$ cat src/rtl/adc_capture_pkg.sv
// Shared constants and types for the ADC capture peripheral.
// Register map, CTRL/STATUS bit positions and the capture FSM state encoding.
package adc_capture_pkg;

  localparam int unsigned AVS_ADDR_W = 2;
  localparam int unsigned AVS_DATA_W = 32;
  localparam int unsigned TIMEOUT_W  = 16;

  localparam logic [AVS_ADDR_W-1:0] ADDR_CTRL    = 2'd0;
  localparam logic [AVS_ADDR_W-1:0] ADDR_STATUS  = 2'd1;
  localparam logic [AVS_ADDR_W-1:0] ADDR_DATA    = 2'd2;
  localparam logic [AVS_ADDR_W-1:0] ADDR_TIMEOUT = 2'd3;

  localparam int unsigned CTRL_START   = 0;
  localparam int unsigned CTRL_IRQ_EN  = 1;
  localparam int unsigned CTRL_ADC_RST = 2;
  localparam int unsigned CTRL_CONT    = 3;

  localparam int unsigned ST_ACTIVE    = 0;
  localparam int unsigned ST_EMPTY     = 1;
  localparam int unsigned ST_FULL      = 2;
  localparam int unsigned ST_OVERRUN   = 3;
  localparam int unsigned ST_TIMEOUT   = 4;
  localparam int unsigned ST_COUNT_LSB = 8;
  localparam int unsigned ST_COUNT_W   = 4;

  typedef enum logic [2:0] {IDLE, ARM, TRIG, WAIT, ADCRST} state_e;

endpackage

$ cat src/rtl/adc_capture_ctrl_if.sv
// Avalon-MM slave bus plus interrupt line between the interconnect and the ADC capture block.
interface adc_capture_ctrl_if;

  logic [adc_capture_pkg::AVS_ADDR_W-1:0] AVS_ADDRESS;
  logic                                   AVS_READ;
  logic                                   AVS_WRITE;
  logic [adc_capture_pkg::AVS_DATA_W-1:0] AVS_WRITEDATA;
  logic [adc_capture_pkg::AVS_DATA_W-1:0] AVS_READDATA;
  logic                                   IRQ;

  modport slave (
    input  AVS_ADDRESS, AVS_READ, AVS_WRITE, AVS_WRITEDATA,
    output AVS_READDATA, IRQ
  );

  modport master (
    output AVS_ADDRESS, AVS_READ, AVS_WRITE, AVS_WRITEDATA,
    input  AVS_READDATA, IRQ
  );

endinterface

$ cat src/rtl/adc_sample_fifo.sv
// Synchronous sample FIFO; a pop frees a slot for a push in the same cycle, so push at full
// is accepted when paired with a pop. Pointers wrap naturally on a power-of-2 depth.
module adc_sample_fifo #(
  parameter int unsigned DATA_WIDTH = 8,
  parameter int unsigned FIFO_DEPTH = 4
) (
  input  logic                          clk,
  input  logic                          rst,
  input  logic                          push,
  input  logic                          pop,
  input  logic [DATA_WIDTH-1:0]         wdata,
  output logic [DATA_WIDTH-1:0]         head_c,
  output logic                          full_c,
  output logic                          empty_c,
  output logic [$clog2(FIFO_DEPTH):0]   count
);

  localparam int unsigned AW = $clog2(FIFO_DEPTH);
  localparam int unsigned CW = AW + 1;

  logic [DATA_WIDTH-1:0] mem [FIFO_DEPTH];
  logic [AW-1:0]         wr_ptr;
  logic [AW-1:0]         rd_ptr;
  logic                  push_ok;
  logic                  pop_ok;

  assign empty_c = (count == '0);
  assign full_c  = (count == CW'(FIFO_DEPTH));
  assign pop_ok  = pop && !empty_c;
  assign push_ok = push && (!full_c || pop_ok);
  assign head_c  = mem[rd_ptr];

  always_ff @(posedge clk) begin
    if (push_ok) mem[wr_ptr] <= wdata;
  end

  always_ff @(posedge clk or posedge rst) begin
    if (rst) begin
      wr_ptr <= '0;
      rd_ptr <= '0;
      count  <= '0;
    end else begin
      if (push_ok) wr_ptr <= wr_ptr + AW'(1);
      if (pop_ok)  rd_ptr <= rd_ptr + AW'(1);
      case ({push_ok, pop_ok})
        2'b10:   count <= count + CW'(1);
        2'b01:   count <= count - CW'(1);
        default: count <= count;
      endcase
    end
  end

endmodule

$ cat src/rtl/adc_capture_ctrl.sv
// Avalon-MM ADC capture controller: drives ADC trigger/reset handshake, buffers samples
// in a FIFO and raises a level interrupt while samples are pending or a timeout occurred.
module adc_capture_ctrl
  import adc_capture_pkg::*;
#(
  parameter int unsigned DATA_WIDTH      = 8,
  parameter int unsigned FIFO_DEPTH      = 4,
  parameter int unsigned RESET_CYCLES    = 4,
  parameter int unsigned TIMEOUT_DEFAULT = 500
) (
  input  logic                  CLK,
  input  logic                  RESET,
  adc_capture_ctrl_if.slave     avs,
  output logic                  ADC_TRIGGER,
  output logic                  ADC_RESET,
  input  logic [DATA_WIDTH-1:0] ADC_DATA,
  input  logic                  ADC_DVALID,
  input  logic                  ADC_BUSY
);

  localparam int unsigned CW     = $clog2(FIFO_DEPTH) + 1;
  localparam int unsigned RCNT_W = (RESET_CYCLES > 1) ? $clog2(RESET_CYCLES) : 1;

  state_e                state_q, state_d;
  logic [TIMEOUT_W-1:0]  wait_cnt_q;
  logic [TIMEOUT_W-1:0]  timeout_q;
  logic [RCNT_W-1:0]     rcnt_q;
  logic                  irq_en_q, cont_q, overrun_q, tflag_q;
  logic [AVS_DATA_W-1:0] readdata_q;

  logic                  wr_ctrl_c, wr_status_c, start_c, adcrst_c, pop_c;
  logic                  push_c, wait_clr_c, wait_inc_c, to_set_c, rcnt_clr_c, rcnt_inc_c;
  logic [DATA_WIDTH-1:0] head_c;
  logic                  full_c, empty_c;
  logic [CW-1:0]         fifo_count;
  logic [AVS_DATA_W-1:0] rd_mux_c;
  logic                  unused_wdata;

  assign wr_ctrl_c   = avs.AVS_WRITE && (avs.AVS_ADDRESS == ADDR_CTRL);
  assign wr_status_c = avs.AVS_WRITE && (avs.AVS_ADDRESS == ADDR_STATUS);
  assign start_c     = wr_ctrl_c && avs.AVS_WRITEDATA[CTRL_START];
  assign adcrst_c    = wr_ctrl_c && avs.AVS_WRITEDATA[CTRL_ADC_RST];
  assign pop_c       = avs.AVS_READ && (avs.AVS_ADDRESS == ADDR_DATA) && !empty_c;
  assign unused_wdata = ^avs.AVS_WRITEDATA[AVS_DATA_W-1:TIMEOUT_W];

  adc_sample_fifo #(
    .DATA_WIDTH (DATA_WIDTH),
    .FIFO_DEPTH (FIFO_DEPTH)
  ) u_fifo (
    .clk     (CLK),
    .rst     (RESET),
    .push    (push_c),
    .pop     (pop_c),
    .wdata   (ADC_DATA),
    .head_c  (head_c),
    .full_c  (full_c),
    .empty_c (empty_c),
    .count   (fifo_count)
  );

  // Next-state and control strobes; a DVALID in the expiry cycle wins over the timeout
  always_comb begin
    state_d    = state_q;
    push_c     = 1'b0;
    wait_clr_c = 1'b0;
    wait_inc_c = 1'b0;
    to_set_c   = 1'b0;
    rcnt_clr_c = 1'b0;
    rcnt_inc_c = 1'b0;
    case (state_q)
      IDLE: begin
        if (adcrst_c) begin
          state_d    = ADCRST;
          rcnt_clr_c = 1'b1;
        end else if (start_c) begin
          state_d = ARM;
        end
      end
      ARM:  if (!ADC_BUSY) state_d = TRIG;
      TRIG: begin
        wait_clr_c = 1'b1;
        state_d    = WAIT;
      end
      WAIT: begin
        if (ADC_DVALID) begin
          push_c  = 1'b1;
          state_d = cont_q ? ARM : IDLE;
        end else if (wait_cnt_q >= timeout_q) begin
          to_set_c   = 1'b1;
          rcnt_clr_c = 1'b1;
          state_d    = ADCRST;
        end else begin
          wait_inc_c = 1'b1;
        end
      end
      ADCRST: begin
        if (rcnt_q == RCNT_W'(RESET_CYCLES - 1)) state_d = IDLE;
        else rcnt_inc_c = 1'b1;
      end
      default: state_d = IDLE;
    endcase
  end

  always_ff @(posedge CLK or posedge RESET) begin
    if (RESET) begin
      state_q     <= IDLE;
      ADC_TRIGGER <= 1'b0;
      ADC_RESET   <= 1'b0;
      wait_cnt_q  <= '0;
      rcnt_q      <= '0;
    end else begin
      state_q     <= state_d;
      ADC_TRIGGER <= (state_d == TRIG);
      ADC_RESET   <= (state_d == ADCRST);
      if (wait_clr_c)      wait_cnt_q <= '0;
      else if (wait_inc_c) wait_cnt_q <= wait_cnt_q + TIMEOUT_W'(1);
      if (rcnt_clr_c)      rcnt_q <= '0;
      else if (rcnt_inc_c) rcnt_q <= rcnt_q + RCNT_W'(1);
    end
  end

  // Software registers and sticky flags; a set in the same cycle as a W1C wins
  always_ff @(posedge CLK or posedge RESET) begin
    if (RESET) begin
      irq_en_q  <= 1'b0;
      cont_q    <= 1'b0;
      timeout_q <= TIMEOUT_W'(TIMEOUT_DEFAULT);
      overrun_q <= 1'b0;
      tflag_q   <= 1'b0;
    end else begin
      if (wr_ctrl_c) begin
        irq_en_q <= avs.AVS_WRITEDATA[CTRL_IRQ_EN];
        cont_q   <= avs.AVS_WRITEDATA[CTRL_CONT];
      end
      if (avs.AVS_WRITE && (avs.AVS_ADDRESS == ADDR_TIMEOUT))
        timeout_q <= avs.AVS_WRITEDATA[TIMEOUT_W-1:0];
      if (push_c && full_c && !pop_c)                           overrun_q <= 1'b1;
      else if (wr_status_c && avs.AVS_WRITEDATA[ST_OVERRUN])    overrun_q <= 1'b0;
      if (to_set_c)                                             tflag_q <= 1'b1;
      else if (wr_status_c && avs.AVS_WRITEDATA[ST_TIMEOUT])    tflag_q <= 1'b0;
    end
  end

  always_comb begin
    rd_mux_c = '0;
    case (avs.AVS_ADDRESS)
      ADDR_CTRL: begin
        rd_mux_c[CTRL_IRQ_EN] = irq_en_q;
        rd_mux_c[CTRL_CONT]   = cont_q;
      end
      ADDR_STATUS: begin
        rd_mux_c[ST_ACTIVE]  = (state_q != IDLE);
        rd_mux_c[ST_EMPTY]   = empty_c;
        rd_mux_c[ST_FULL]    = full_c;
        rd_mux_c[ST_OVERRUN] = overrun_q;
        rd_mux_c[ST_TIMEOUT] = tflag_q;
        rd_mux_c[ST_COUNT_LSB +: ST_COUNT_W] = ST_COUNT_W'(fifo_count);
      end
      ADDR_DATA:    rd_mux_c = empty_c ? '0 : AVS_DATA_W'(head_c);
      ADDR_TIMEOUT: rd_mux_c = AVS_DATA_W'(timeout_q);
      default:      rd_mux_c = '0;
    endcase
  end

  always_ff @(posedge CLK or posedge RESET) begin
    if (RESET) readdata_q <= '0;
    else       readdata_q <= avs.AVS_READ ? rd_mux_c : '0;
  end

  assign avs.AVS_READDATA = readdata_q;
  // Pure decode of flops so the line tracks the FIFO/flag state in the same cycle
  assign avs.IRQ = irq_en_q && (!empty_c || tflag_q);

endmodule
$ cat src/flat_wrapper.sv
// flat-port wrapper written by rule: the top's interface ports become plain ports
module adc_capture_ctrl_flat import adc_capture_pkg::*;
#(
  parameter int unsigned DATA_WIDTH      = 8,
  parameter int unsigned FIFO_DEPTH      = 4,
  parameter int unsigned RESET_CYCLES    = 4,
  parameter int unsigned TIMEOUT_DEFAULT = 500
)
  (CLK, RESET, ADC_TRIGGER, ADC_RESET, ADC_DATA, ADC_DVALID, ADC_BUSY, avs_AVS_ADDRESS, avs_AVS_READ, avs_AVS_WRITE, avs_AVS_WRITEDATA, avs_AVS_READDATA, avs_IRQ);
  adc_capture_ctrl_if avs_i ();
  input  logic CLK;
  input  logic RESET;
  output logic ADC_TRIGGER;
  output logic ADC_RESET;
  input  logic [DATA_WIDTH-1:0] ADC_DATA;
  input  logic ADC_DVALID;
  input  logic ADC_BUSY;
  input wire logic [$bits(avs_i.AVS_ADDRESS)-1:0] avs_AVS_ADDRESS;
  input wire logic [$bits(avs_i.AVS_READ)-1:0] avs_AVS_READ;
  input wire logic [$bits(avs_i.AVS_WRITE)-1:0] avs_AVS_WRITE;
  input wire logic [$bits(avs_i.AVS_WRITEDATA)-1:0] avs_AVS_WRITEDATA;
  output wire logic [$bits(avs_i.AVS_READDATA)-1:0] avs_AVS_READDATA;
  output wire logic [$bits(avs_i.IRQ)-1:0] avs_IRQ;
  assign avs_i.AVS_ADDRESS = avs_AVS_ADDRESS;
  assign avs_i.AVS_READ = avs_AVS_READ;
  assign avs_i.AVS_WRITE = avs_AVS_WRITE;
  assign avs_i.AVS_WRITEDATA = avs_AVS_WRITEDATA;
  assign avs_AVS_READDATA = avs_i.AVS_READDATA;
  assign avs_IRQ = avs_i.IRQ;
  adc_capture_ctrl #(.DATA_WIDTH(DATA_WIDTH), .FIFO_DEPTH(FIFO_DEPTH), .RESET_CYCLES(RESET_CYCLES), .TIMEOUT_DEFAULT(TIMEOUT_DEFAULT)) u_core (.CLK(CLK), .RESET(RESET), .avs(avs_i), .ADC_TRIGGER(ADC_TRIGGER), .ADC_RESET(ADC_RESET), .ADC_DATA(ADC_DATA), .ADC_DVALID(ADC_DVALID), .ADC_BUSY(ADC_BUSY));
endmodule
$ cat config.mk
export PLATFORM = sky130hd
export DESIGN_NAME = adc_capture_ctrl_flat
export DESIGN_NICKNAME = d
export VERILOG_FILES = /design/src/rtl/adc_capture_pkg.sv /design/src/rtl/adc_capture_ctrl_if.sv /design/src/rtl/adc_sample_fifo.sv /design/src/rtl/adc_capture_ctrl.sv /design/src/flat_wrapper.sv
export SDC_FILE = /design/constraint.sdc
export NUM_CORES = 1
export LEC_CHECK = 0
export ABC_AREA = 0
export CAP_MARGIN = 20
export CORE_UTILIZATION = 25
export DETAILED_ROUTE_END_ITERATION = 10
export SYNTH_ARGS = -nofsm -noshare
export SYNTH_HDL_FRONTEND = slang
export SYNTH_SLANG_ARGS = --single-unit
$ cat constraint.sdc
create_clock -name CLK -period 5.3 [get_ports CLK]
set_input_delay 0.53 -clock CLK [delete_from_list [all_inputs] [get_ports CLK]]
set_output_delay 0.53 -clock CLK [all_outputs]
set_load 0.005 [all_outputs]
== Word level (Yosys, flattened, before mapping) ==
Memory sizes are Yosys's and may differ from the RTL's.
Index checks and enable logic that the tools add are counted.

* Multiplexer cells: 42
* Reductions and logical operators: 28
* Add/subtract/negate cells: 6
* Magnitude comparators: 1
* Equal/unequal tests: 13

{| class="wikitable"
|+ Operators with widths
! kind !! number
|-
| $pmux W20 S2 || 1
|-
| $mux W16 || 2
|-
| $mux W32 || 1
|-
| $mux W1 || 19
|-
| $mux W3 || 6
|-
| $add A16 B1 Y16 const B || 1
|-
| $ge A16 B16 Y1 || 1
|-
| $pmux W3 S5 || 1
|-
| $logic_and A1 B1 Y1 || 14
|-
| $pmux W3 S2 || 2
|-
| $pmux W4 S3 || 1
|-
| $reduce_bool A2 Y1 || 5
|-
| $eq A3 B2 Y1 const B || 3
|-
| $eq A3 B3 Y1 const B || 3
|-
| $pmux W1 S3 || 3
|-
| $eq A2 B2 Y1 const B || 4
|-
| $mux W8 || 1
|-
| $pmux W1 S4 || 2
|-
| $add A2 B1 Y2 const B || 3
|-
| $logic_not A3 Y1 || 2
|-
| $eq A2 B1 Y1 const B || 2
|-
| $mux W2 || 2
|-
| $add A3 B1 Y3 const B || 1
|-
| $eq A3 B1 Y1 const B || 1
|-
| other kinds (6) || 9
|}

* Bits in writable memories: 32
* Register bits: 82
* Input bits: 48
* Memories kept: 1
* Output and inout port bits: 35
* Word-level logic and storage cells: 105

{| class="wikitable"
|+ Memories
! name !! words !! bits a word !! rd ports !! clocked after memory_dff !! wr ports !! line !! source
|-
| u_core.u_fifo.mem || 4 || 8 || 1 || 0 || 1 || adc_sample_fifo.sv:21 || <nowiki>logic [DATA_WIDTH-1:0] mem [FIFO_DEPTH];</nowiki>
|}

== Depth between registers and ports, before layout ==
Gate-level depths: netlist of run 1.

* Depth in word-level cells: 8
* Gate-level depth with buffers: 10
* Gate-level depth less buffers: 8

== Hierarchy ==
A second synthesis of run 1 with hierarchy kept.

* Cell total of the unflattened synthesis: 381
* Area, all modules: 4779.6 um2

{| class="wikitable"
|+ By module, submodules not included
! module !! cells each !! instances !! area an instance (um2) !! sequential area each (um2)
|-
| adc_capture_ctrl || 300 || 1 || 3188.1 || 1483.9
|-
| adc_sample_fifo || 81 || 1 || 1591.5 || 1136.1
|}

== Worst setup path before layout of run 1 ==
Ideal clock, no wire load.

* Path kind: register to register
* Start point: register u_core.timeout_q[5]
* End point: register u_core.wait_cnt_q[12]
* Stages on the path, launching flop included: 9
* Setup time: 0.078 ns
* Path buffers: 0
* Required time: 5.222 ns
* Slack: 3.073 ns
* Clock period less this slack: 2.227 ns
* Arrival: 2.149 ns
* Cells stage by stage: dfstp_2 inv_1 ha_1 nor3_1 nor2_1 o21ai_0 o21ai_2 or4_1 a21oi_1

* Word-level cells in the longest chain between the ends: 5

{| class="wikitable"
|+ Ends and longest elaborated chain
! item !! line !! source
|-
| start, declared || adc_capture_ctrl.sv:26 || <nowiki>logic [TIMEOUT_W-1:0] timeout_q;</nowiki>
|-
| start signal, assigned || adc_capture_ctrl.sv:127 || <nowiki>timeout_q <= TIMEOUT_W'(TIMEOUT_DEFAULT);</nowiki>
|-
| start signal, assigned || adc_capture_ctrl.sv:136 || <nowiki>timeout_q <= avs.AVS_WRITEDATA[TIMEOUT_W-1:0];</nowiki>
|-
| $ge A16 B16 Y1 || adc_capture_ctrl.sv:88 || <nowiki>end else if (wait_cnt_q >= timeout_q) begin</nowiki>
|-
| $mux W1 || adc_capture_ctrl.sv:88 ||
|-
| $mux W1 || adc_capture_ctrl.sv:85 || <nowiki>if (ADC_DVALID) begin</nowiki>
|-
| $mux W1 || adc_capture_ctrl.sv:70 || <nowiki>case (state_q)</nowiki>
|-
| $reduce_bool A2 Y1 (no source line) || -- ||
|-
| end signal, assigned || adc_capture_ctrl.sv:116 || <nowiki>else if (wait_inc_c) wait_cnt_q <= wait_cnt_q + TIMEOUT_W'(1);</nowiki>
|-
| end, declared || adc_capture_ctrl.sv:25 || <nowiki>logic [TIMEOUT_W-1:0] wait_cnt_q;</nowiki>
|}

No other way between the ends.
A chain may end at the register's enable or synchronous reset.

== Worst setup path in the final report of run 1 ==
* Start point: input port avs_AVS_ADDRESS[1]
* End point: register u_core.u_fifo.count[2]

* Word-level cells in the longest chain between the ends: 8
* Elaborated cells on any way between the ends: 10
* Those cells by class: eq/ne (3); mux (1); reduce/logical (6)

{| class="wikitable"
|+ Ends and longest elaborated chain
! item !! line !! source
|-
| start, declared || flat_wrapper.sv:18 || <nowiki>input wire logic [$bits(avs_i.AVS_ADDRESS)-1:0] avs_AVS_ADDRESS;</nowiki>
|-
| $eq A2 B2 Y1 (*) || adc_capture_ctrl.sv:43 || <nowiki>assign pop_c = avs.AVS_READ && (avs.AVS_ADDRESS == ADDR_DATA) && !empty_c;</nowiki>
|-
| $logic_and A1 B1 Y1 (*) (2 in a row) || adc_capture_ctrl.sv:43 ||
|-
| $logic_and A1 B1 Y1 (*) || adc_sample_fifo.sv:29 || <nowiki>assign pop_ok = pop && !empty_c;</nowiki>
|-
| $logic_or A1 B1 Y1 || adc_sample_fifo.sv:30 || <nowiki>assign push_ok = push && (!full_c || pop_ok);</nowiki>
|-
| $logic_and A1 B1 Y1 || adc_sample_fifo.sv:30 ||
|-
| $eq A2 B1 Y1 or $eq A2 B2 Y1 (tied branches) || adc_sample_fifo.sv:45 || <nowiki>case ({push_ok, pop_ok})</nowiki>
|-
| $pmux W3 S2 or $reduce_bool A2 Y1 (tied branches) || -- ||
|-
| end signal, assigned || adc_sample_fifo.sv:46 || <nowiki>2'b10: count <= count + CW'(1);</nowiki>
|-
| end signal, assigned || adc_sample_fifo.sv:47 || <nowiki>2'b01: count <= count - CW'(1);</nowiki>
|-
| end signal, assigned || adc_sample_fifo.sv:48 || <nowiki>default: count <= count;</nowiki>
|-
| end, declared || adc_sample_fifo.sv:15 || <nowiki>output logic [$clog2(FIFO_DEPTH):0] count</nowiki>
|}

Mark *: on every way between the ends. The rest lies on a longest branch, timed or not.

==> results of run 1 <==
==> worst paths after layout <==
path                                  startpoint                      to  slack [ps]  depth (start not counted)
max                           avs_AVS_ADDRESS[1]  u_core.u_fifo.count[2]        2380                          7
min                             u_core.overrun_q        u_core.overrun_q         490                          2
max reg2reg                u_core.wait_cnt_q[13]       u_core.state_q[0]        2560                          7
min reg2reg                     u_core.overrun_q        u_core.overrun_q         490                          2
max in group asynchronous                  RESET      u_core.ADC_TRIGGER        4000                          3
min in group asynchronous                  RESET           u_core.cont_q         750                          3
==> where the power goes <==
group	leakage (nW)	internal, mW	switching (mW)	total (mW)
Clock	0.141	0.329	0.300	0.629
Sequential	1.13	0.892	0.122	1.01
Combinational	1.10	0.251	0.227	0.478
Total	2.38	1.47	0.648	2.12
==> critical path: stages <==
cell,delay [ps]
clkdlybuf4s50_1,960
nand2_1,140
nor4_1,550
inv_1,160
fa_1,440
o31ai_1,260
a21oi_1,100
==> synth_stat cells, types with 3 or more instances <==
master    instances
o21ai_0          11
o31ai_1           8
nor2b_1           3
ha_1             22
clkbuf_1          8
mux2_2           19
inv_1            25
dfstp_2           6
nor3b_1           4
nor3_1           12
mux4_2            8
and2_1           12
mux2i_1           8
buf_4            16
nor2_1           14
o211ai_1          4
dfrtp_1          60
edfxtp_1         32
nand3_1           3
and3_1            4
buf_2             3
or3_1             5
or4_1             4
o21a_1            4
nand2b_1          3
xnor2_1           4
a21oi_1          17
nand2_1          29
xor2_1            3
a22o_1            5
nand4_1           3
==> logic make-up after synthesis <==
logic type | after synthesis | share of synthesized area [%]
flip-flops | 98 | 54.8
multiplexers | 35 | 9.92
XOR/XNOR | 7 | 1.28
other | 1 | 0.0785
buffers and inverters | 56 | 6.05
AND/OR/NAND/NOR | 107 | 12.2
adder cells (fa/ha/maj) | 23 | 6.18
AO/OA/AOI/OAI | 65 | 9.45
==> sequential cells by signal (all words and copies together) (netlist names) <==
register / flops
u_core.tflag_q: 1
u_core.wait_cnt_q: 16
u_core.avs.AVS_READDATA: 16
u_core.u_fifo.count: 3
u_core.state_q: 3
u_core.u_fifo.mem: 32
u_core.u_fifo.wr_ptr: 2
u_core.u_fifo.rd_ptr: 2
u_core.ADC_TRIGGER: 1
u_core.irq_en_q: 1
u_core.overrun_q: 1
u_core.rcnt_q: 2
u_core.cont_q: 1
u_core.ADC_RESET: 1
u_core.timeout_q: 16
==> metal layers <==
layer	wire length, microns	vias to the layer above	GRT usage, %
met5	0	-	0
met4	222	0	4.45
met3	452	15	3.08
met2	4600	79	17.3
met1	4820	1474	14.0
li1	-	1491	-
==> cell type report <==
type	count	area [sq um]	share of cell area (%)
inverters	25	93.8	1.63
well taps	234	293	5.10
clock inverters	6	57.6	1.00
flip-flops and latches	98	2620	45.6
repair buffers	53	523	9.10
multi-input cells	253	1930	33.5
diodes	1	2.50	0.0436
clock buffers	10	229	3.99
==> impl_metrics.ini, run 1 <==
[clocking]
insertion_delay_ps = 350
cts_max_level = 3
cts_buffer_depth = 2
cts_sinks = 98
cts_hold_buf = 0
cts_buffers = 9
cts_tree = yes
ctsResizeCount = 0
cts_setup_buffers = 0
clk_pin_slew_ps = 70
clock-root-buffer = clkbuf_16

[routing]
drc = 0
ant_nets = 0
routed_wl_microns = 10100
viasPerCell = 4.50
drt_pass1_iterations = 4
wire_per_inst_microns = 14.9
drt_iter0_markers = 123
vias = 3059

[global_route]
grt.total_usage_pct = 10.9
grt_pass1_vias = 3119
grt_overflow_total = 0
grt_max_degree = 67
grt_pass1_wl_microns = 16300
antenna_found_initial = 2

[layout]
finalNetCount = 511
area_growth_pct = 20.2
final_cell_mix = dfrtp_1 (60), clkdlybuf4s50_1 (50), edfxtp_1 (32)
finalInstanceArea_sq_mm = 0.00574
fin_cells = 680
nFillCells = 1882
final_common_cell = dfrtp_1
drive_above_1_share_pct = 13.5
finalCoreUtilization_pct = 30.7

[worst_setup_path]
critPathLaunchType = primary input
critical_path.max_fanout = 20
endpoint_kind = register
timing_worst_setup_path_type = in -> reg
cp.required_ps = 5520
crit_arrival_ps = 3150

[die]
die_y_microns = 140
start_util_pct = 25.5
dieArea_sq_mm = 0.0197
core_sq_mm = 0.0187
core.rowCount = 50
die_w_microns = 140
io_pins = 83

[yosys]
synth_top_area_cell = dfrtp_1
synth_area_sq_mm = 0.00478
syn_area_per_cell_sq_um = 12.2
synth_top_area_share_pct = 31.4
ys_types = 56
seq_area_frac_synth_pct = 54.8
synth_top_flop_cell = dfrtp_1
ys_warn_count = 0
synth_cells = 392
synthArstFlopShare_pct = 67.3
ys_ff_latch = 98
yosys-top-cells-area = dfrtp_1 (31%), edfxtp_1 (20%), ha_1 (5.8%)
synth_edf_count = 32

[place]
gp_congestion = 0.823
dpl_cell_area_sq_mm = 0.00546
port_buffers = 50
place_inst = 663
dp_worst_setup_slack_ps = 2080
dp_hpwl_microns = 7370

[power_and_ir_drop]
irDropWorstVdd_mv = 0.188
finalPower_mw = 2.12
power.density_mw_per_mm2 = 369
power.leakage_nw = 2.38

[sta]
rsz0062_at_grt = no
tightest_slew_ps = 937
min_period_ps = 2920
skew_ps = 9.09
setup_viol = 0
timing.hold.ws_ps = 493
tns_ps = 0
drv_slew = 0
hold_viol_final = 0
finalCritPeriodShare_pct = 55.1
fin_ws_ps = 2380
max_freq_mhz = 342
slew-limit-headroom_pct = 37.3

[worst_hold_path]
hold_path_class = reg -> reg

[status]
status = finished, final reports clean

[flow_run]
maxCapViolations = 0
No activity file was read; power rests on OpenSTA's default activity.
==> inputs of run 2 (changes only) <==
clock period = 2.95 ns   (was 5.3 ns; I/O delays follow)
==> run 2 against run 1 <==
Against the previous run: first-iteration DRC count is 9.8% lower; clock-buffer cell count did not move; sequential share of layout area fell by 0.84 points; critical path type is now reg -> reg; largest power group unchanged; highest routed layer unchanged.
==> impl_metrics.ini, run 2 (synthesized netlist as in run 1, its figures left out) <==
[sta]
tightest_slew_ps = 755
skew_ps = 7.02
slew-limit-headroom_pct = 48.9
setup_viol = 0
min_period_ps = 2620
finalCritPeriodShare_pct = 88.8
tns_ps = 0
max_freq_mhz = 382
rsz0062_at_grt = no
drv_slew = 0
hold_viol_final = 0

[clocking]
clk_pin_slew_ps = 70
insertion_delay_ps = 340
cts_buffer_depth = 2
cts_sinks = 98
cts_max_level = 3
clock-root-buffer = clkbuf_16
cts_buffers = 9
cts_tree = yes
cts_setup_buffers = 0

[global_route]
use_met2_pct = 17.6
use_met3_pct = 3.04
antenna_found_initial = 0
grt_pass1_vias = 3120
grt_pass1_wl_microns = 16700
grt_max_degree = 39
grt.total_usage_pct = 11.1
grt_use_met1_pct = 14.8
grt_busiest_layer = met2
grt_overflow_total = 0

[worst_setup_path]
timing_worst_setup_path_type = reg -> reg
path_cells = inv_1, ha_1, nand2b_1, a2111oi_1, o21a_1, o21ai_4, or4_1, a21oi_1
critical_path.max_fanout = 24
critPathMaxStageDelay_ps = 560
endpoint_kind = register
cp.required_ps = 3220
crit_arrival_ps = 2890
slowest_stage = or4_1
critPathLaunchType = register

[layout]
final_cell_mix = dfrtp_1 (60), clkdlybuf4s50_1 (50), edfxtp_1 (32)
area_growth_pct = 22.5
fin_cells = 686
drive_above_1_share_pct = 15.0
finalNetCount = 518
largest_reg_flops = 32
final_common_cell = dfrtp_1
regMostFlops = u_core.u_fifo.mem
antenna_cells = 0
finalCoreUtilization_pct = 31.3

[routing]
wire_per_inst_microns = 14.9
drt_iter0_markers = 111
routed_wl_microns = 10200
drt_pass1_iterations = 5
viasPerCell = 4.58
drc = 0
ant_nets = 0
vias = 3143

[die]
dieArea_sq_mm = 0.0197
io_pins = 83
start_util_pct = 25.5
die_w_microns = 140
core_sq_mm = 0.0187
core.rowCount = 50
die_y_microns = 140

[power_and_ir_drop]
p_switching_mw = 1.15
intPower_mw = 2.84
irDropWorstVdd_mv = 0.371
seqPwrFrac_pct = 45.6
power.leakage_nw = 2.43
finalPower_mw = 3.99
sw_frac_of_total_pct = 28.9
clkPwrFrac_pct = 32.5
pwr-share-comb_pct = 21.9
power.density_mw_per_mm2 = 683

[worst_hold_path]
hold_path_class = in -> async

[flow_run]
maxCapViolations = 0

[place]
port_buffers = 50
dp_hpwl_microns = 7570
place_inst = 670
gp_congestion = 0.818

[status]
status = finished, final reports clean
## run 2: layout make-up
cell class,instances,area [sq um]
well taps,234,293
multi-input cells,253,1930
clock inverters,6,96.3
repair buffers,60,576
fillers,1867,12900
flip-flops and latches,98,2620
inverters,25,93.8
clock buffers,10,239
## run 2: worst paths after layout
| check | start | endpoint | slack, ps | cells past startpoint |
|---|---|---|---|---|
| max | u_core.wait_cnt_q[0] | u_core.wait_cnt_q[12] | 330 | 8 |
| min | RESET | u_core.u_fifo.count[0] | 370 | 3 |
| min in group CLK | u_core.timeout_q[11] | u_core.avs.AVS_READDATA[11] | 510 | 1 |
| max reg2reg | u_core.wait_cnt_q[0] | u_core.wait_cnt_q[12] | 330 | 8 |
| max in group asynchronous | RESET | u_core.timeout_q[6] | 2180 | 3 |
| min reg2reg | u_core.timeout_q[11] | u_core.avs.AVS_READDATA[11] | 510 | 1 |
## run 2: metrics by stage
stage | worst slack [ps] | instance area, sq um | hold WS, ps
2_1_floorplan | 723 | 4830 | 374
6_report | 329 | 5850 | 366
5_1_grt | 65.3 | 5850 | 410
3_3_place_gp | 322 | 5510 | 468
3_5_place_dp | 207 | 5510 | 492
4_1_cts | 145 | 5840 | 387
## run 2: worst max-delay path: cells and delay by family (launching register included)
family,cells,cell delay (ps)
DFF,1,390
and+or+nand+nor,2,710
AOI/OAI and AO/OA,4,1100
adders and majority gates,1,230
buffers and inverters,1,100
## run 2: power groups by stage
stage / combinational, mW / clock [mW] / sequential (mW)
3_5_place_dp: 0.876 / 0 / 1.85
4_1_cts: 0.881 / 1.33 / 1.82
2_1_floorplan: 0.696 / 0 / 1.72
3_3_place_gp: 0.840 / 0 / 1.84
5_1_grt: 0.986 / 1.40 / 1.86
6_report: 0.874 / 1.30 / 1.82
## run 2: layer usage
layer / share of wire, % / up-vias / wire length [microns]
met5: 0 / - / 0
met4: 1.2 / 0 / 126
met3: 3.8 / 13 / 385
met2: 48 / 71 / 4900
met1: 47 / 1564 / 4800
li1: - / 1495 / -
## run 2: repair_timing
action / CTS / global route
hold buffers: 0 / 0
resized for setup: 0 / 2
endpoints found under the setup margin: 0 / 6
==> inputs of run 3 (changes only) <==
REMOVE_ABC_BUFFERS = 1   (was unset)
==> run 3 against run 2 <==
Against the previous run: cell count did not move; fmax decreased by 3.1%; global-route usage decreased by 0.16 points; sequential power about the same; sequential cell count did not move; clock-buffer cell count is 2 higher; power shrank 0.89%; register-to-register slack lost 80 ps; critical path depth up 1; design area fell by 0.21%; worst hold slack better by 120 ps; routed wire length shrank 1.4%.
==> impl_metrics.ini, run 3 (synthesized netlist as in run 1, its figures left out) <==
[status]
status = finished, final reports clean

[global_route]
grt.total_usage_pct = 11.0
grt_overflow_total = 0
antenna_found_initial = 0
grt_max_degree = 67
grt_pass1_wl_microns = 16300
grt_pass1_vias = 3159

[clocking]
cts_buffers = 9
cts_sinks = 98
cts_hold_buf = 0
ctsResizeCount = 0
cts_setup_buffers = 0
cts_max_level = 3
insertion_delay_ps = 350
cts_buffer_depth = 2
clk_pin_slew_ps = 70
clock-root-buffer = clkbuf_16
cts_tree = yes

[worst_setup_path]
cp.required_ps = 3230
path_cells = inv_1, ha_1, nand2b_1, a2111oi_1, o21a_1, o21ai_2, buf_4, or3_1, a21oi_1
endpoint_kind = register
critical_path.max_fanout = 19
crit_arrival_ps = 2980
crit_family = compound AO/OA/AOI/OAI gates
slowest_stage = a2111oi_1
critPathLaunchType = register
crit_buf_inv = 2
critPathMaxStageDelay_ps = 460
timing_worst_setup_path_type = reg -> reg
reg2reg_slack_ps = 240

[routing]
routed_wl_microns = 10100
wire_per_inst_microns = 14.7
drt_pass1_iterations = 4
ant_nets = 0
viasPerCell = 4.55
vias = 3121
drt_iter0_markers = 132
drc = 0

[layout]
area_growth_pct = 22.2
finalNetCount = 518
final_common_cell = dfrtp_1
antenna_cells = 0
final_cell_mix = dfrtp_1 (60), clkdlybuf4s50_1 (50), edfxtp_1 (32)
regMostFlops = u_core.u_fifo.mem
largest_reg_flops = 32
drive_above_1_share_pct = 15.0

[place]
port_buffers = 50
gp_congestion = 0.822
dp_hpwl_microns = 7540

[power_and_ir_drop]
finalPower_mw = 3.96
power.leakage_nw = 2.43
irDropWorstVdd_mv = 0.289
power.density_mw_per_mm2 = 678

[sta]
slew-limit-headroom_pct = 43.8
finalCritPeriodShare_pct = 91.7
rsz0062_at_grt = no
hold_viol_final = 0
max_freq_mhz = 370
tightest_slew_ps = 843
tns_ps = 0
setup_viol = 0
skew_ps = 11.9
min_period_ps = 2710
drv_slew = 0

[flow_run]
maxCapViolations = 0

[worst_hold_path]
hold_path_class = reg -> reg

[die]
dieArea_sq_mm = 0.0197
start_util_pct = 25.5
io_pins = 83
die_w_microns = 140
die_y_microns = 140
core_sq_mm = 0.0187
core.rowCount = 50
## run 3: final timing paths
kind	from	end	cells after the start
worst max-delay path	u_core.wait_cnt_q[0]	u_core.wait_cnt_q[5]	9
worst min-delay path	u_core.overrun_q	u_core.overrun_q	2
worst max register to register	u_core.wait_cnt_q[0]	u_core.wait_cnt_q[5]	9
worst min register to register	u_core.overrun_q	u_core.overrun_q	2
max in group asynchronous	RESET	u_core.avs.AVS_READDATA[6]	3
min in group asynchronous	RESET	u_core.timeout_q[12]	3
## run 3: routing by layer
metal  up-vias  share of wire, %  global-route usage (%)
li1       1499                 -                       -
met1      1554                42                    12.1
met2        54                53                    19.7
met3        14               2.9                    2.56
met4         0               2.3                    5.32
met5         -                 0                       0
## run 3: metrics by stage
step / instance area, sq um / utilization, % / hold slack [ps] / worst slack (ps) / instances
2_1_floorplan: 4640 / - / 374 / 537 / 376
5_1_grt: 5840 / 31.2 / 522 / 66.3 / 686
3_3_place_gp: 5510 / 29.4 / 483 / 355 / 670
6_report: 5840 / 31.2 / 490 / 244 / 686
4_1_cts: 5840 / 31.2 / 494 / 182 / 686
3_5_place_dp: 5510 / 29.4 / 479 / 201 / 670
## run 3: where the power goes
group	switching (mW)	total [mW]	leakage [nW]	internal [mW]
clock network	0.515	1.27	0.161	0.758
logic	0.406	0.867	1.14	0.461
registers	0.216	1.82	1.13	1.60
## run 3: final cells by class
| type | instances | area, sq um |
|---|---|---|
| Clock buffer | 12 | 278 |
| Fill cell | 1852 | 12900 |
| Multi-Input combinational cell | 253 | 1930 |
| Sequential cell | 98 | 2620 |
| Tap cell | 234 | 293 |
| Inverter | 25 | 93.8 |
| Clock inverter | 4 | 52.6 |
| Timing Repair Buffer | 60 | 576 |
## run 3: worst register-to-register path, delay by kind of cell, from the launching register on
family                   cells  cell delay, ps
AO/OA/AOI/OAI                4            1150
flip-flops                   1             400
AND/OR/NAND/NOR              2             500
adder cells (fa/ha/maj)      1             220
buffers and inverters        2             350
